--- src/rtl/keycode_slot_tracker_if.sv ---
// Event/publish bundle between the keyboard front end, keycode_slot_tracker
// and the movement blocks that consume the published keycode word.
interface keycode_slot_tracker_if;
    logic        ev_valid;
    logic        ev_ready;
    logic        ev_make;
    logic [7:0]  ev_code;
    logic        frame_tick;
    logic        clear;
    logic [31:0] keycode;
    logic        overflow;
    logic [2:0]  key_count;

    modport master (
        output ev_valid, ev_make, ev_code, frame_tick, clear,
        input  ev_ready, keycode, overflow, key_count
    );

    modport slave (
        input  ev_valid, ev_make, ev_code, frame_tick, clear,
        output ev_ready, keycode, overflow, key_count
    );
endinterface

--- src/rtl/keycode_slot_tracker.sv ---
// Keeps an ordered 4-slot set of held HID keys from make/break events and
// publishes it once per frame_tick, or the rollover pattern on overflow.
module keycode_slot_tracker #(
    parameter logic [7:0] ROLLOVER_CODE = 8'h01
) (
    input  logic                  Clk,
    input  logic                  Reset,
    keycode_slot_tracker_if.slave bus
);

    typedef enum logic {IDLE, UPDATE} state_t;

    state_t      state_q, state_d;
    logic        ev_make_q, ev_make_d;
    logic [7:0]  ev_code_q, ev_code_d;
    logic [7:0]  slot_q [4];
    logic [7:0]  slot_d [4];
    logic [2:0]  cnt_q, cnt_d;
    logic [3:0]  ovf_q, ovf_d;
    logic [31:0] keycode_q, keycode_d;
    logic        overflow_q, overflow_d;

    logic        accept;
    logic [3:0]  hit;
    logic [1:0]  hit_idx;
    logic        found;

    assign bus.ev_ready  = (state_q == IDLE) && !Reset && !bus.clear;
    assign accept        = bus.ev_valid && bus.ev_ready;
    assign bus.keycode   = keycode_q;
    assign bus.overflow  = overflow_q;
    assign bus.key_count = cnt_q;

    // Occupied slots never repeat a code, so at most one hit bit is set.
    always_comb begin
        hit     = '0;
        hit_idx = '0;
        for (int unsigned i = 0; i < 4; i++) begin
            if ((3'(i) < cnt_q) && (slot_q[i] == ev_code_q)) hit[i] = 1'b1;
        end
        for (int unsigned i = 0; i < 4; i++) begin
            if (hit[i]) hit_idx = 2'(i);
        end
        found = |hit;
    end

    always_comb begin
        state_d    = state_q;
        ev_make_d  = ev_make_q;
        ev_code_d  = ev_code_q;
        slot_d     = slot_q;
        cnt_d      = cnt_q;
        ovf_d      = ovf_q;
        keycode_d  = keycode_q;
        overflow_d = overflow_q;

        // Snapshot uses the registered state, i.e. before any same-cycle update or clear.
        if (bus.frame_tick) begin
            overflow_d = (ovf_q != '0);
            keycode_d  = (ovf_q != '0) ? {4{ROLLOVER_CODE}}
                                       : {slot_q[3], slot_q[2], slot_q[1], slot_q[0]};
        end

        if (bus.clear) begin
            state_d = IDLE;
            slot_d  = '{default: '0};
            cnt_d   = '0;
            ovf_d   = '0;
        end else begin
            case (state_q)
                IDLE: begin
                    if (accept) begin
                        ev_make_d = bus.ev_make;
                        ev_code_d = bus.ev_code;
                        state_d   = UPDATE;
                    end
                end
                UPDATE: begin
                    state_d = IDLE;
                    if (ev_make_q) begin
                        if ((ev_code_q != '0) && !found) begin
                            if (cnt_q < 3'd4) begin
                                slot_d[cnt_q[1:0]] = ev_code_q;
                                cnt_d              = cnt_q + 3'd1;
                            end else if (ovf_q != 4'hF) begin
                                ovf_d = ovf_q + 4'd1;
                            end
                        end
                    end else if (found) begin
                        // Close the gap; slots at or above cnt are already zero.
                        for (int unsigned i = 0; i < 3; i++) begin
                            if (2'(i) >= hit_idx) slot_d[i] = slot_q[i + 1];
                        end
                        slot_d[3] = '0;
                        cnt_d     = cnt_q - 3'd1;
                    end else if (ovf_q != '0) begin
                        ovf_d = ovf_q - 4'd1;
                    end
                end
                default: state_d = IDLE;
            endcase
        end
    end

    always_ff @(posedge Clk) begin
        if (Reset) begin
            state_q    <= IDLE;
            ev_make_q  <= 1'b0;
            ev_code_q  <= '0;
            slot_q     <= '{default: '0};
            cnt_q      <= '0;
            ovf_q      <= '0;
            keycode_q  <= '0;
            overflow_q <= 1'b0;
        end else begin
            state_q    <= state_d;
            ev_make_q  <= ev_make_d;
            ev_code_q  <= ev_code_d;
            slot_q     <= slot_d;
            cnt_q      <= cnt_d;
            ovf_q      <= ovf_d;
            keycode_q  <= keycode_d;
            overflow_q <= overflow_d;
        end
    end

endmodule
--- src/flat_wrapper.sv ---
// flat-port wrapper written by rule: the top's interface ports become plain ports
module keycode_slot_tracker_flat 
#(
    parameter logic [7:0] ROLLOVER_CODE = 8'h01
)
  (Clk, Reset, bus_ev_valid, bus_ev_make, bus_ev_code, bus_frame_tick, bus_clear, bus_ev_ready, bus_keycode, bus_overflow, bus_key_count);
  keycode_slot_tracker_if bus_i ();
  input  logic Clk;
  input  logic Reset;
  input wire logic [$bits(bus_i.ev_valid)-1:0] bus_ev_valid;
  input wire logic [$bits(bus_i.ev_make)-1:0] bus_ev_make;
  input wire logic [$bits(bus_i.ev_code)-1:0] bus_ev_code;
  input wire logic [$bits(bus_i.frame_tick)-1:0] bus_frame_tick;
  input wire logic [$bits(bus_i.clear)-1:0] bus_clear;
  output wire logic [$bits(bus_i.ev_ready)-1:0] bus_ev_ready;
  output wire logic [$bits(bus_i.keycode)-1:0] bus_keycode;
  output wire logic [$bits(bus_i.overflow)-1:0] bus_overflow;
  output wire logic [$bits(bus_i.key_count)-1:0] bus_key_count;
  assign bus_i.ev_valid = bus_ev_valid;
  assign bus_i.ev_make = bus_ev_make;
  assign bus_i.ev_code = bus_ev_code;
  assign bus_i.frame_tick = bus_frame_tick;
  assign bus_i.clear = bus_clear;
  assign bus_ev_ready = bus_i.ev_ready;
  assign bus_keycode = bus_i.keycode;
  assign bus_overflow = bus_i.overflow;
  assign bus_key_count = bus_i.key_count;
  keycode_slot_tracker #(.ROLLOVER_CODE(ROLLOVER_CODE)) u_core (.Clk(Clk), .Reset(Reset), .bus(bus_i));
endmodule
--- config.mk ---
export PLATFORM = sky130hd
export DESIGN_NAME = keycode_slot_tracker_flat
export DESIGN_NICKNAME = d
export VERILOG_FILES = /design/src/rtl/keycode_slot_tracker_if.sv /design/src/rtl/keycode_slot_tracker.sv /design/src/flat_wrapper.sv
export SDC_FILE = /design/constraint.sdc
export NUM_CORES = 1
export LEC_CHECK = 0
export CAP_MARGIN = 40
export CORE_MARGIN = 10
export CORE_UTILIZATION = 47
export DETAILED_ROUTE_END_ITERATION = 10
export PLACE_DENSITY_LB_ADDON = 0.08
export REMOVE_ABC_BUFFERS = 1
export SKIP_LAST_GASP = 1
export SLEW_MARGIN = 5
export SYNTH_ARGS = -nofsm -noshare
export SYNTH_HDL_FRONTEND = slang
export SYNTH_SLANG_ARGS = --single-unit
export TNS_END_PERCENT = 50
--- constraint.sdc ---
create_clock -name Clk -period 3.09 [get_ports Clk]
set_input_delay 0.309 -clock Clk [delete_from_list [all_inputs] [get_ports Clk]]
set_output_delay 0.309 -clock Clk [all_outputs]
set_load 0.005 [all_outputs]
* Yosys cells after proc, flatten, opt, wreduce, memory -nomap -nowiden
Cells that the tools add are included.
** Operators by class
- Add/subtract/negate cells :: 4
- $lt $le $gt $ge :: 10
- Eq/ne operators :: 10
- Multiplexer cells :: 30
- Bitwise gates (word level) :: 3
- Reduce and logical (&&, ||, !) cells :: 27
** Operator list (count)
- 2-to-1 mux 32 bit :: 5
- bitwise mux 32 bit :: 1
- equality test 8 bit :: 4
- 2-to-1 mux 8 bit :: 4
- 2-to-1 mux 4 bit :: 6
- demux 8 bit (select 2 bit) :: 1
- AND reduction 5 bit :: 3
- 2-to-1 mux 3 bit :: 4
- nonzero test 2 bit :: 5
- logical AND 1 bit :: 9
- != test 2 bit, second input constant :: 4
- nonzero test 8 bit :: 1
- < comparator 1 x 3 -> 1 bit, first input constant :: 2
- < comparator 2 x 3 -> 1 bit, first input constant :: 2
- 2-to-1 mux 1 bit :: 6
- AND reduction 6 bit :: 1
- adder 4 x 1 -> 4 bit, second input constant :: 1
- >= comparator 1 x 2 -> 1 bit, first input constant :: 2
- 2-to-1 mux 2 bit :: 2
- != test 4 bit, second input constant :: 1
- AND reduction 4 bit :: 1
- nonzero test 4 bit :: 1
- OR reduction 4 bit :: 1
- subtractor 4 x 1 -> 4 bit, second input constant :: 1
- 13 further kinds :: 16
** Word-level totals
- Register bits after elaboration :: 82
- Input port bits :: 14
- Output and inout bits :: 37
- Logic and storage cells :: 95

* Depth between registers and ports, before layout
Gate-level depths: netlist of run 1.
- Word-level depth :: 10
- Gate-level depth with buffers :: 10
- Depth with buffers taken out :: 7

* Worst setup path after synthesis of run 1
OpenSTA, ideal clock, no wires.
- Kind :: reg-to-reg
- Start :: register u_core.ev_make_q
- End :: register u_core.ovf_q[3]
- Library setup time :: 0.070 ns
- Arrival time :: 2.288 ns
- Required time :: 3.020 ns
- Setup slack :: 0.732 ns
- Stages on the path, launching flop included :: 10
- Buffers on the path :: 2
- Clock period less this slack :: 2.358 ns
- Cell sequence :: dfxtp_1 -> clkbuf_1 -> clkinv_1 -> clkbuf_1 -> ha_1 -> a21o_1 -> a21oi_1 -> xnor2_1 -> or3_1 -> a21oi_1
** Between the ends
- Word-level cells in the longest chain between the ends :: 2
- Elaborated cells on any way between the ends :: 7
- Those cells by class :: eq/ne (4); mux (1); reduce/logical (2)
** RTL lines
- start: declaration :: line keycode_slot_tracker.sv:14 : logic ev_make_q, ev_make_d;
- start signal: assignment :: line keycode_slot_tracker.sv:117 : ev_make_q <= ev_make_d;
- != test 2 x 1 -> 1 bit (no source line), or another cell as far along
- AND reduction 6 bit (no source line)
- end signal: assignment :: line keycode_slot_tracker.sv:121 : ovf_q <= ovf_d;
- end: declaration :: line keycode_slot_tracker.sv:19 : logic [3:0] ovf_q, ovf_d;
Several ways; a longest one is shown, not always the timed one.
A chain may end at the register's enable or synchronous reset.

* Worst setup path in the final report of run 1
- Start :: register u_core.ev_code_q[4]
- End :: register u_core.slot_q[15] (netlist name)
** Between the ends
- Word-level cells in the longest chain between the ends :: 9
- Elaborated cells on any way between the ends :: 24
- Those cells by class :: order compare (1); eq/ne (5); mux (7); reduce/logical (11)
** RTL lines
- start: declaration :: line keycode_slot_tracker.sv:15 : logic [7:0] ev_code_q, ev_code_d;
- start signal: assignment :: line keycode_slot_tracker.sv:118 : ev_code_q <= ev_code_d;
- equality test 8 bit :: line keycode_slot_tracker.sv:39 : if ((3'(i) < cnt_q) && (slot_q[i] == ev_code_q)) hit[i] = 1'b1;
- logical AND 1 bit :: line keycode_slot_tracker.sv:39
- 2-to-1 mux 1 bit :: line keycode_slot_tracker.sv:39
- 2-to-1 mux 1 bit :: line keycode_slot_tracker.sv:42 : if (hit[i]) hit_idx = 2'(i);
- 2-to-1 mux 2 bit (2 in series) :: line keycode_slot_tracker.sv:42
- >= comparator 2 bit :: line keycode_slot_tracker.sv:92 : if (2'(i) >= hit_idx) slot_d[i] = slot_q[i + 1];
- nonzero test 2 bit (no source line)
- AND reduction 5 bit (no source line) (*)
- end signal: assignment :: line keycode_slot_tracker.sv:119 : slot_q <= slot_d;
- end: declaration :: line keycode_slot_tracker.sv:16 : logic [7:0] slot_q [4];
Every way passes the cells marked *; elsewhere a longest branch is shown, timed or not.

==> flow_summary.toml, run 1 <==
[outcome]
outcome = "finished clean"

[synth]
yosys_warnings = 0
syn_avg_cell_area_um2 = 8.19
synthCells = 501
synth_seq_area_share = 0.400
syn_area_um2 = 4100
synth-edff-count = 0
async_reset_ff_frac = 0
synthFlopType = "dfxtp_1"
synth_cell_types = 42
ys_ff_latch = 82

[clocking]
cts_resized = 0
clock-sinks = 82
clk_path_buf_depth = 2
clockRootBuffer = "clkbuf_8"
clk_latency_ns = 0.37
post-cts-setup-buffer-count = 0
cts_buffers = 9
postCtsHoldBufs = 0
clk_pin_slew_ns = 0.08
ctsHtreeMaxLevel = 3
cts_tree = "done"

[place]
port_buffers = 50
gp_congestion = 0.900
hpwl_um = 7600
detailedPlace.worstSlack_ns = 0.314
dpl_cell_area_um2 = 4710
dp_cells = 636

[finish]
drive_gt1_frac = 0.0772
multi_input_area_um2 = 2260
num_antenna_cells = 0
n_fill_cell = 836
final_nets = 560
finalNonFillerCells = 652
area_growth_pct = 20.7
seq_area_um2 = 1640
design_area_um2 = 4950
final_core_util = 0.576

[die]
core_area_um2 = 8590
top_level_ports = 51
die_h_um = 113
dieWidth_um = 113
initial_core_util = 0.477
fp.dieArea_um2 = 12900
core.rowCount = 34

[sta]
drv_slew = 0
setup_slack_ns = 0.277
fmax_mhz = 356
slew_headroom = 0.512
worst_pin_slew_ns = 0.718
period_minus_slack_ns = 2.81
rsz0062_at_grt = "no"
hold_viol = 0
min_period_over_period = 0.910
fin_hold_ws_ns = 0.425
fin_tns_setup_ns = 0
finClkSkew_ns = 0.00786
setup_violations = 0

[setup_path]
arrival_ns = 3.05
path_delay_family = "simple AND/OR/NAND/NOR gates"
critPathKind = "register to register"
crit_path_end_kind = "register"
cpPeakStageDelay_ns = 0.63
r2r_slack_ns = 0.28
worst_path_max_delay_cell = "dfxtp_1"
cp_max_fo = 15
path_common_cell = "or3_1"
worstPathRequired_ns = 3.33
start_kind = "register"
cp_cell_sequence = "xor2_1, or3_1, nor4_2, nor4_4, mux2i_2, buf_4, or3_1, a21oi_1"
worst-path-buf-inv = 1

[power_and_ir_drop]
p_clk_frac = 0.436
p_sw_mw = 0.483
powerDensity_nw_per_um2 = 432
p_leak_nw = 1.75
p_comb_frac = 0.061
total_power_mw = 2.14
p_int_mw = 1.66
p_sw_frac = 0.226
ir_drop_mv = 0.218
power.share.sequential = 0.504

[global_route]
grtUsageTotal = 0.170
grt_remaining_overflow = 0
grt_max_degree = 67
antenna_found_initial = 0
grt_pass1_vias = 3398
grt_pass1_wl_um = 17900

[route]
wl_um = 10900
vias = 3655
drt_iter0_drc = 226
drtPass1Iterations = 4
vias_per_cell = 5.61
drc_errors = 0
drt-wirelength-per-cell_um = 16.7
antenna_left = 0

[worst_hold_path]
hold_class = "input port to register"

[run]
drv_cap = 0
[layout by cell type, fill, tap and decap left out, drive strengths merged, types with 2 or more instances in the layout]
| master | instances |
|---|---|
| or4 | 11 |
| a211oi | 5 |
| mux2i | 4 |
| inv | 3 |
| dfxtp | 82 |
| nor2 | 17 |
| clkdlybuf4s50 | 49 |
| nand2b | 28 |
| or3 | 20 |
| and3 | 24 |
| xor2 | 10 |
| a21oi | 85 |
| buf | 20 |
| clkbuf | 11 |
| o21ai | 19 |
| nand3 | 32 |
| xnor2 | 26 |
| ha | 6 |
| o211ai | 8 |
| clkinv | 3 |
| nand2 | 44 |
| nand4 | 7 |
| o22ai | 7 |
| nor3 | 2 |
| nor4 | 6 |
| bufinv | 3 |
[power by group through the flow]
stage	Sequential (mW)	Combinational, mW	Clock, mW
finish	1.08	0.129	0.931
global route	1.08	0.140	0.984
CTS	1.08	0.129	0.942
detailed placement	1.10	0.128	0
global placement	1.10	0.124	0
floorplan	1.10	0.0521	0
[per-layer routing]
layer	track usage	vias to the layer above	wire [um]
li1	-	1845	-
met1	0.229	1723	5190
met2	0.258	74	4980
met3	0.0388	13	558
met4	0.0685	0	181
met5	0	-	0
[logic make-up after synthesis]
logic type / synth area share
buffers and inverters: 0.0512
adder cells (fa/ha/maj): 0.0232
AO/OA/AOI/OAI: 0.175
XOR/XNOR: 0.0769
flip-flops: 0.400
AND/OR/NAND/NOR: 0.260
multiplexers: 0.0134
[layout make-up]
class,count,area share
clock buffers,11,0.0265
clock inverters,5,0.0207
inverters,5,0.00379
multi-input cells,372,0.456
flip-flops and latches,82,0.332
well taps,108,0.0273
repair buffers,69,0.134
[path summary, 6_finish.rpt]
path / depth (start not counted) / to / startpoint
worst max-delay path: 8 / u_core.slot_q[15]$_SDFFE_PP0P_ / u_core.ev_code_q[4]$_SDFFE_PP0P_
worst min register to register: 2 / u_core.bus.keycode[14]$_SDFFE_PP0P_ / u_core.bus.keycode[14]$_SDFFE_PP0P_
worst max register to register: 8 / u_core.slot_q[15]$_SDFFE_PP0P_ / u_core.ev_code_q[4]$_SDFFE_PP0P_
worst min-delay path: 3 / u_core.bus.keycode[8]$_SDFFE_PP0P_ / bus_frame_tick
[tightest hold or removal path, cell delays in order]
cell	delay (ns)
buf_2	0.10
buf_12	0.23
a211oi_1	0.10
[flip-flops by register name, indices dropped and copies added, names as in the netlist]
signal	count
u_core.bus.key_count	3
u_core.bus.keycode	32
u_core.bus.overflow	1
u_core.ev_code_q	8
u_core.ev_make_q	1
u_core.ovf_q	4
u_core.slot_q	32
u_core.state_q	1
[cell usage after synthesis, types with 2 or more instances]
master / count / area share
o21ai_0: 19 / 0.023
nand4_1: 7 / 0.011
nor4_2: 2 / 0.0061
buf_4: 2 / 0.0037
clkbuf_1: 26 / 0.024
nand2b_1: 28 / 0.043
and3_1: 24 / 0.037
nand3_1: 32 / 0.039
nor2_1: 17 / 0.016
inv_1: 3 / 0.0027
ha_1: 6 / 0.018
nand2_1: 44 / 0.040
xor2_1: 10 / 0.021
buf_6: 2 / 0.0055
buf_2: 9 / 0.011
dfxtp_1: 82 / 0.40
or3_1: 20 / 0.031
mux2i_1: 3 / 0.0073
clkinv_1: 2 / 0.0018
or4_1: 11 / 0.020
o22ai_1: 7 / 0.011
a21oi_1: 85 / 0.10
xnor2_1: 26 / 0.056
a211oi_1: 5 / 0.0092
nor4_1: 3 / 0.0046
o211ai_1: 8 / 0.015
buf_1: 3 / 0.0027
Note: power is estimated with default switching activity, not from simulation.
==> run 2: changes to the inputs <==
--- a/config.mk
+++ b/config.mk
@@ -5,13 +5,12 @@
 export SDC_FILE = /design/constraint.sdc
 export NUM_CORES = 1
 export LEC_CHECK = 0
-export CAP_MARGIN = 40
+export CAP_MARGIN = 20
 export CORE_MARGIN = 10
 export CORE_UTILIZATION = 47
 export DETAILED_ROUTE_END_ITERATION = 10
 export PLACE_DENSITY_LB_ADDON = 0.08
 export REMOVE_ABC_BUFFERS = 1
-export SKIP_LAST_GASP = 1
 export SLEW_MARGIN = 5
 export SYNTH_ARGS = -nofsm -noshare
 export SYNTH_HDL_FRONTEND = slang
==> run 2 against run 1 <==
Die area is the same. Clock power is 9.5% lower. Register-to-register slack about the same. Clock skew up 0.0028 ns. Utilization decreased by 0.54 points. Wire length down 1.4%. Critical path depth is the same. Critical path type unchanged. Combinational power about the same.
==> flow_summary.toml, run 2 (synthesis gave the netlist of run 1 again) <==
[run]
drv_cap = 0

[clocking]
cts_tree = "done"
cts_buffers = 9
post-cts-setup-buffer-count = 0
clk_pin_slew_ns = 0.08
postCtsHoldBufs = 0
clockRootBuffer = "clkbuf_8"
ctsHtreeMaxLevel = 3
clk_path_buf_depth = 2
clk_latency_ns = 0.36
clock-sinks = 82
cts_resized = 0

[finish]
layout_commonest_cell = "a21oi_1"
drive_gt1_frac = 0.0756
n_fill_cell = 836
final_cell_mix = "85 x a21oi_1, 82 x dfxtp_1, 49 x clkdlybuf4s50_1"
seq_area_um2 = 1640
final_core_util = 0.570
num_antenna_cells = 0
final_nets = 559
design_area_um2 = 4900
area_growth_pct = 19.5
multi_input_area_um2 = 2260

[route]
wl_um = 10800
antenna_left = 0
drt-wirelength-per-cell_um = 16.5
drc_errors = 0
vias = 3646
drt_iter0_drc = 219
drtPass1Iterations = 5
vias_per_cell = 5.61

[outcome]
outcome = "finished clean"

[sta]
rsz0062_at_grt = "no"
slew_headroom = 0.393
min_period_over_period = 0.914
setup_violations = 0
period_minus_slack_ns = 2.83
worst_pin_slew_ns = 0.910
hold_viol = 0
fmax_mhz = 354
finClkSkew_ns = 0.0107
drv_slew = 0

[setup_path]
cp_cell_sequence = "xor2_1, or3_1, nor4_2, nor4_4, mux2i_2, buf_4, or3_1, a21oi_1"
worst_path_max_delay_cell = "dfxtp_1"
worstPathRequired_ns = 3.32
cpPeakStageDelay_ns = 0.65
crit_cells = 8
critPathKind = "register to register"
path_common_cell = "or3_1"
crit_start = "u_core.ev_code_q[4]$_SDFFE_PP0P_"
reg2regPathDepth = 8
crit_path_end_kind = "register"
path_delay_family = "simple AND/OR/NAND/NOR gates"
start_kind = "register"
r2r_slack_ns = 0.26
worst_r2r_endpoint = "u_core.slot_q[15]$_SDFFE_PP0P_"
arrival_ns = 3.06
worst-path-buf-inv = 1
cp_max_fo = 15
r2r_start = "u_core.ev_code_q[4]$_SDFFE_PP0P_"

[place]
port_buffers = 50
hpwl_um = 7550
gp_congestion = 0.900
dpl_cell_area_um2 = 4690

[global_route]
grt_pass1_wl_um = 17900
antenna_found_initial = 0
grt_max_degree = 67
grt_pass1_vias = 3445
grt.met2_usage = 0.258
grtUsageTotal = 0.168
grt_remaining_overflow = 0
busiest_layer = "met2"
use_met3 = 0.0373
globalRouteMet1Util = 0.223

[die]
dieWidth_um = 113
die_h_um = 113
top_level_ports = 51
core.rowCount = 34
core_area_um2 = 8590
fp.dieArea_um2 = 12900
initial_core_util = 0.477

[worst_hold_path]
hold_depth = 2
min_to = "u_core.bus.keycode[11]$_SDFFE_PP0P_"
hold_class = "register to register"
worstHoldStart = "u_core.bus.keycode[11]$_SDFFE_PP0P_"

[power_and_ir_drop]
p_leak_nw = 1.73
ir_drop_mv = 0.239
powerDensity_nw_per_um2 = 417
==> run 2: cell types whose count changed in the layout (fill, tap and decap cells not counted) <==
| cell | previous run | this run |
|---|---|---|
| bufinv_16 | 3 | 2 |
| clkinvlp_4 | 1 | 2 |
| buf_12 | 2 | 1 |
| clkbuf_1 | 2 | 1 |
==> run 2: worst min-delay path, stage by stage (launching register included) <==
cell	delay, ns
dfxtp_1	0.31
nand2b_1	0.06
a21oi_1	0.05
==> run 2: layout make-up <==
type	count	area share
Inverter	5	0.00383
Sequential cell	82	0.335
Clock inverter	5	0.0163
Multi-Input combinational cell	372	0.460
Tap cell	108	0.0276
Clock buffer	10	0.0260
Timing Repair Buffer	68	0.131
==> run 2: worst max-delay path by stage <==
stage / end
6_report: u_core.slot_q[15]$_SDFFE_PP0P_
2_1_floorplan: u_core.ovf_q[1]$_SDFFE_PP0P_
3_3_place_gp: u_core.slot_q[20]$_SDFFE_PP0P_
4_1_cts: u_core.slot_q[15]$_SDFFE_PP0P_
5_1_grt: u_core.slot_q[23]$_SDFFE_PP0P_
3_5_place_dp: u_core.slot_q[15]$_SDFFE_PP0P_
==> run 2: where the power goes <==
| part | switching, mW | internal, mW | leakage (nW) |
|---|---|---|---|
| Clock | 0.393 | 0.450 | 0.0984 |
| Sequential | 0.0149 | 1.06 | 0.662 |
| Combinational | 0.0716 | 0.0540 | 0.969 |
==> run 2: per-stage QoR <==
step / cells / total power, mW / setup slack (ns) / hold slack (ns) / setup TNS [ns]
2_1_floorplan: 459 / 1.15 / -0.341 / 0.378 / -1.27
3_3_place_gp: 635 / 1.23 / 0.356 / 0.453 / 0
3_5_place_dp: 635 / 1.23 / 0.296 / 0.456 / 0
4_1_cts: 650 / 2.06 / 0.275 / 0.469 / 0
5_1_grt: 650 / 2.12 / 0.0368 / 0.489 / 0
6_report: 650 / 2.05 / 0.265 / 0.466 / 0
==> run 2: metal layers <==
metal	up-vias	part of all wire
li1	1839	-
met1	1697	0.48
met2	90	0.45
met3	20	0.057
met4	0	0.019
met5	-	0
==> run 3: changes to the inputs <==
--- a/config.mk
+++ b/config.mk
@@ -9,6 +9,7 @@
 export CORE_MARGIN = 10
 export CORE_UTILIZATION = 47
 export DETAILED_ROUTE_END_ITERATION = 10
+export DONT_BUFFER_PORTS = 1
 export PLACE_DENSITY_LB_ADDON = 0.08
 export REMOVE_ABC_BUFFERS = 1
 export SLEW_MARGIN = 5
==> run 3 against run 2 <==
Setup slack better by 0.13 ns. First-iteration DRC count increased by 41%. Combinational power shrank 31%. Non-clock buffer count down 48. Sequential power is essentially flat. Cell area is 9.1% lower. Cell count fell by 7.2%. Register-to-register slack improved by 0.13 ns. Hold slack lost 0.44 ns. Maximum frequency rose by 4.9%. Largest power group unchanged. Highest routed layer unchanged.
==> flow_summary.toml, run 3 (synthesis gave the netlist of run 1 again) <==
[outcome]
outcome = "finished clean"

[sta]
setup_slack_ns = 0.397
min_period_over_period = 0.871
drv_slew = 0
period_minus_slack_ns = 2.69
rsz0062_at_grt = "no"
finClkSkew_ns = 0.00886
slew_headroom = 0.622
fin_tns_setup_ns = 0
hold_viol = 0
setup_violations = 0
worst_pin_slew_ns = 0.567
fmax_mhz = 371

[route]
drtPass1Iterations = 4
drt_iter0_drc = 309
drc_errors = 0
drt-wirelength-per-cell_um = 17.7
antenna_left = 0
vias_per_cell = 5.62
wl_um = 10600
vias = 3390

[finish]
final_nets = 511
seq_area_um2 = 1640
multi_input_area_um2 = 2260
layout_commonest_cell = "a21oi_1"
drive_gt1_frac = 0.0788
final_cell_mix = "85 x a21oi_1, 82 x dfxtp_1, 44 x nand2_1"
num_antenna_cells = 0
n_fill_cell = 851
design_area_um2 = 4460
area_growth_pct = 8.63

[place]
gp_congestion = 0.907
dpl_cell_area_um2 = 4190
hpwl_um = 7100
detailedPlace.worstSlack_ns = 0.415
port_buffers = 0

[clocking]
postCtsHoldBufs = 0
cts_tree = "done"
ctsHtreeMaxLevel = 3
clk_pin_slew_ns = 0.08
cts_resized = 0
post-cts-setup-buffer-count = 0
cts_buffers = 9
clk_path_buf_depth = 2
clock-sinks = 82
clk_latency_ns = 0.35
clockRootBuffer = "clkbuf_8"

[setup_path]
crit_end = "u_core.slot_q[31]$_SDFFE_PP0P_"
r2r_slack_ns = 0.40
crit_path_end_kind = "register"
crit_start = "u_core.bus.key_count[1]$_SDFFE_PP0P_"
arrival_ns = 2.99
critPathKind = "register to register"
r2r_start = "u_core.bus.key_count[1]$_SDFFE_PP0P_"
cp_max_fo = 49
reg2regPathDepth = 8
worstPathRequired_ns = 3.39
start_kind = "register"
worst_r2r_endpoint = "u_core.slot_q[31]$_SDFFE_PP0P_"

[die]
initial_core_util = 0.477
core_area_um2 = 8590
dieWidth_um = 113
fp.dieArea_um2 = 12900
core.rowCount = 34
die_h_um = 113
top_level_ports = 51

[run]
drv_cap = 0

[worst_hold_path]
hold_class = "input port to register"

[global_route]
grtUsageTotal = 0.164
antenna_found_initial = 0
grt_pass1_vias = 3180
grt_max_degree = 67
grt_remaining_overflow = 0
grt_pass1_wl_um = 17300

[power_and_ir_drop]
ir_drop_mv = 0.245
powerDensity_nw_per_um2 = 469
p_leak_nw = 1.58
run 3: worst min-delay path by stage:
stage / start / to / slack (ns) / cells past startpoint
3_3_place_gp: Reset / u_core.ev_code_q[1]$_SDFFE_PP0P_ / 0.39 / 1
6_report: Reset / u_core.bus.keycode[12]$_SDFFE_PP0P_ / 0.02 / 1
4_1_cts: Reset / u_core.bus.keycode[4]$_SDFFE_PP0P_ / 0.008 / 1
2_1_floorplan: Reset / u_core.bus.keycode[10]$_SDFFE_PP0P_ / 0.38 / 1
3_5_place_dp: Reset / u_core.bus.keycode[23]$_SDFFE_PP0P_ / 0.39 / 1
5_1_grt: Reset / u_core.bus.keycode[9]$_SDFFE_PP0P_ / 0.005 / 1
run 3: critical path, stage by stage, from the launching register on:
cell and delay [ns]:
dfxtp_1 0.47, inv_1 0.10, ha_1 0.33, a2111oi_2 0.58, nor4_4 0.13, mux2i_2 0.23
buf_12 0.21, or4_1 0.51, nand2_1 0.08
run 3: routing by layer:
layer | part of all wire | track usage | vias to the layer above
li1 | - | - | 1747
met1 | 0.51 | 0.231 | 1567
met2 | 0.43 | 0.233 | 67
met3 | 0.057 | 0.0472 | 9
met4 | 0.0089 | 0.0525 | 0
met5 | 0 | 0 | -
run 3: cell type report:
| class | count | share of cell area |
|---|---|---|
| multi-input cells | 372 | 0.506 |
| flip-flops and latches | 82 | 0.368 |
| repair buffers | 20 | 0.0382 |
| well taps | 108 | 0.0303 |
| clock buffers | 11 | 0.0295 |
| clock inverters | 5 | 0.0230 |
| inverters | 5 | 0.00421 |
run 3: report_power, final:
group          internal [mW]  switching, mW  leakage (nW)
combinational         0.0362         0.0505         0.800
sequential              1.06         0.0149         0.662
clock                  0.537          0.387         0.114
total                   1.64          0.453          1.58
run 3: metrics by stage:
step	power [mW]	hold slack (ns)	instances	util
finish	2.09	0.0218	603	0.518
CTS	2.10	0.00847	600	0.515
global placement	1.18	0.387	584	0.488
detailed placement	1.18	0.389	584	0.488
floorplan	1.15	0.378	459	-
global route	2.17	0.00507	603	0.518
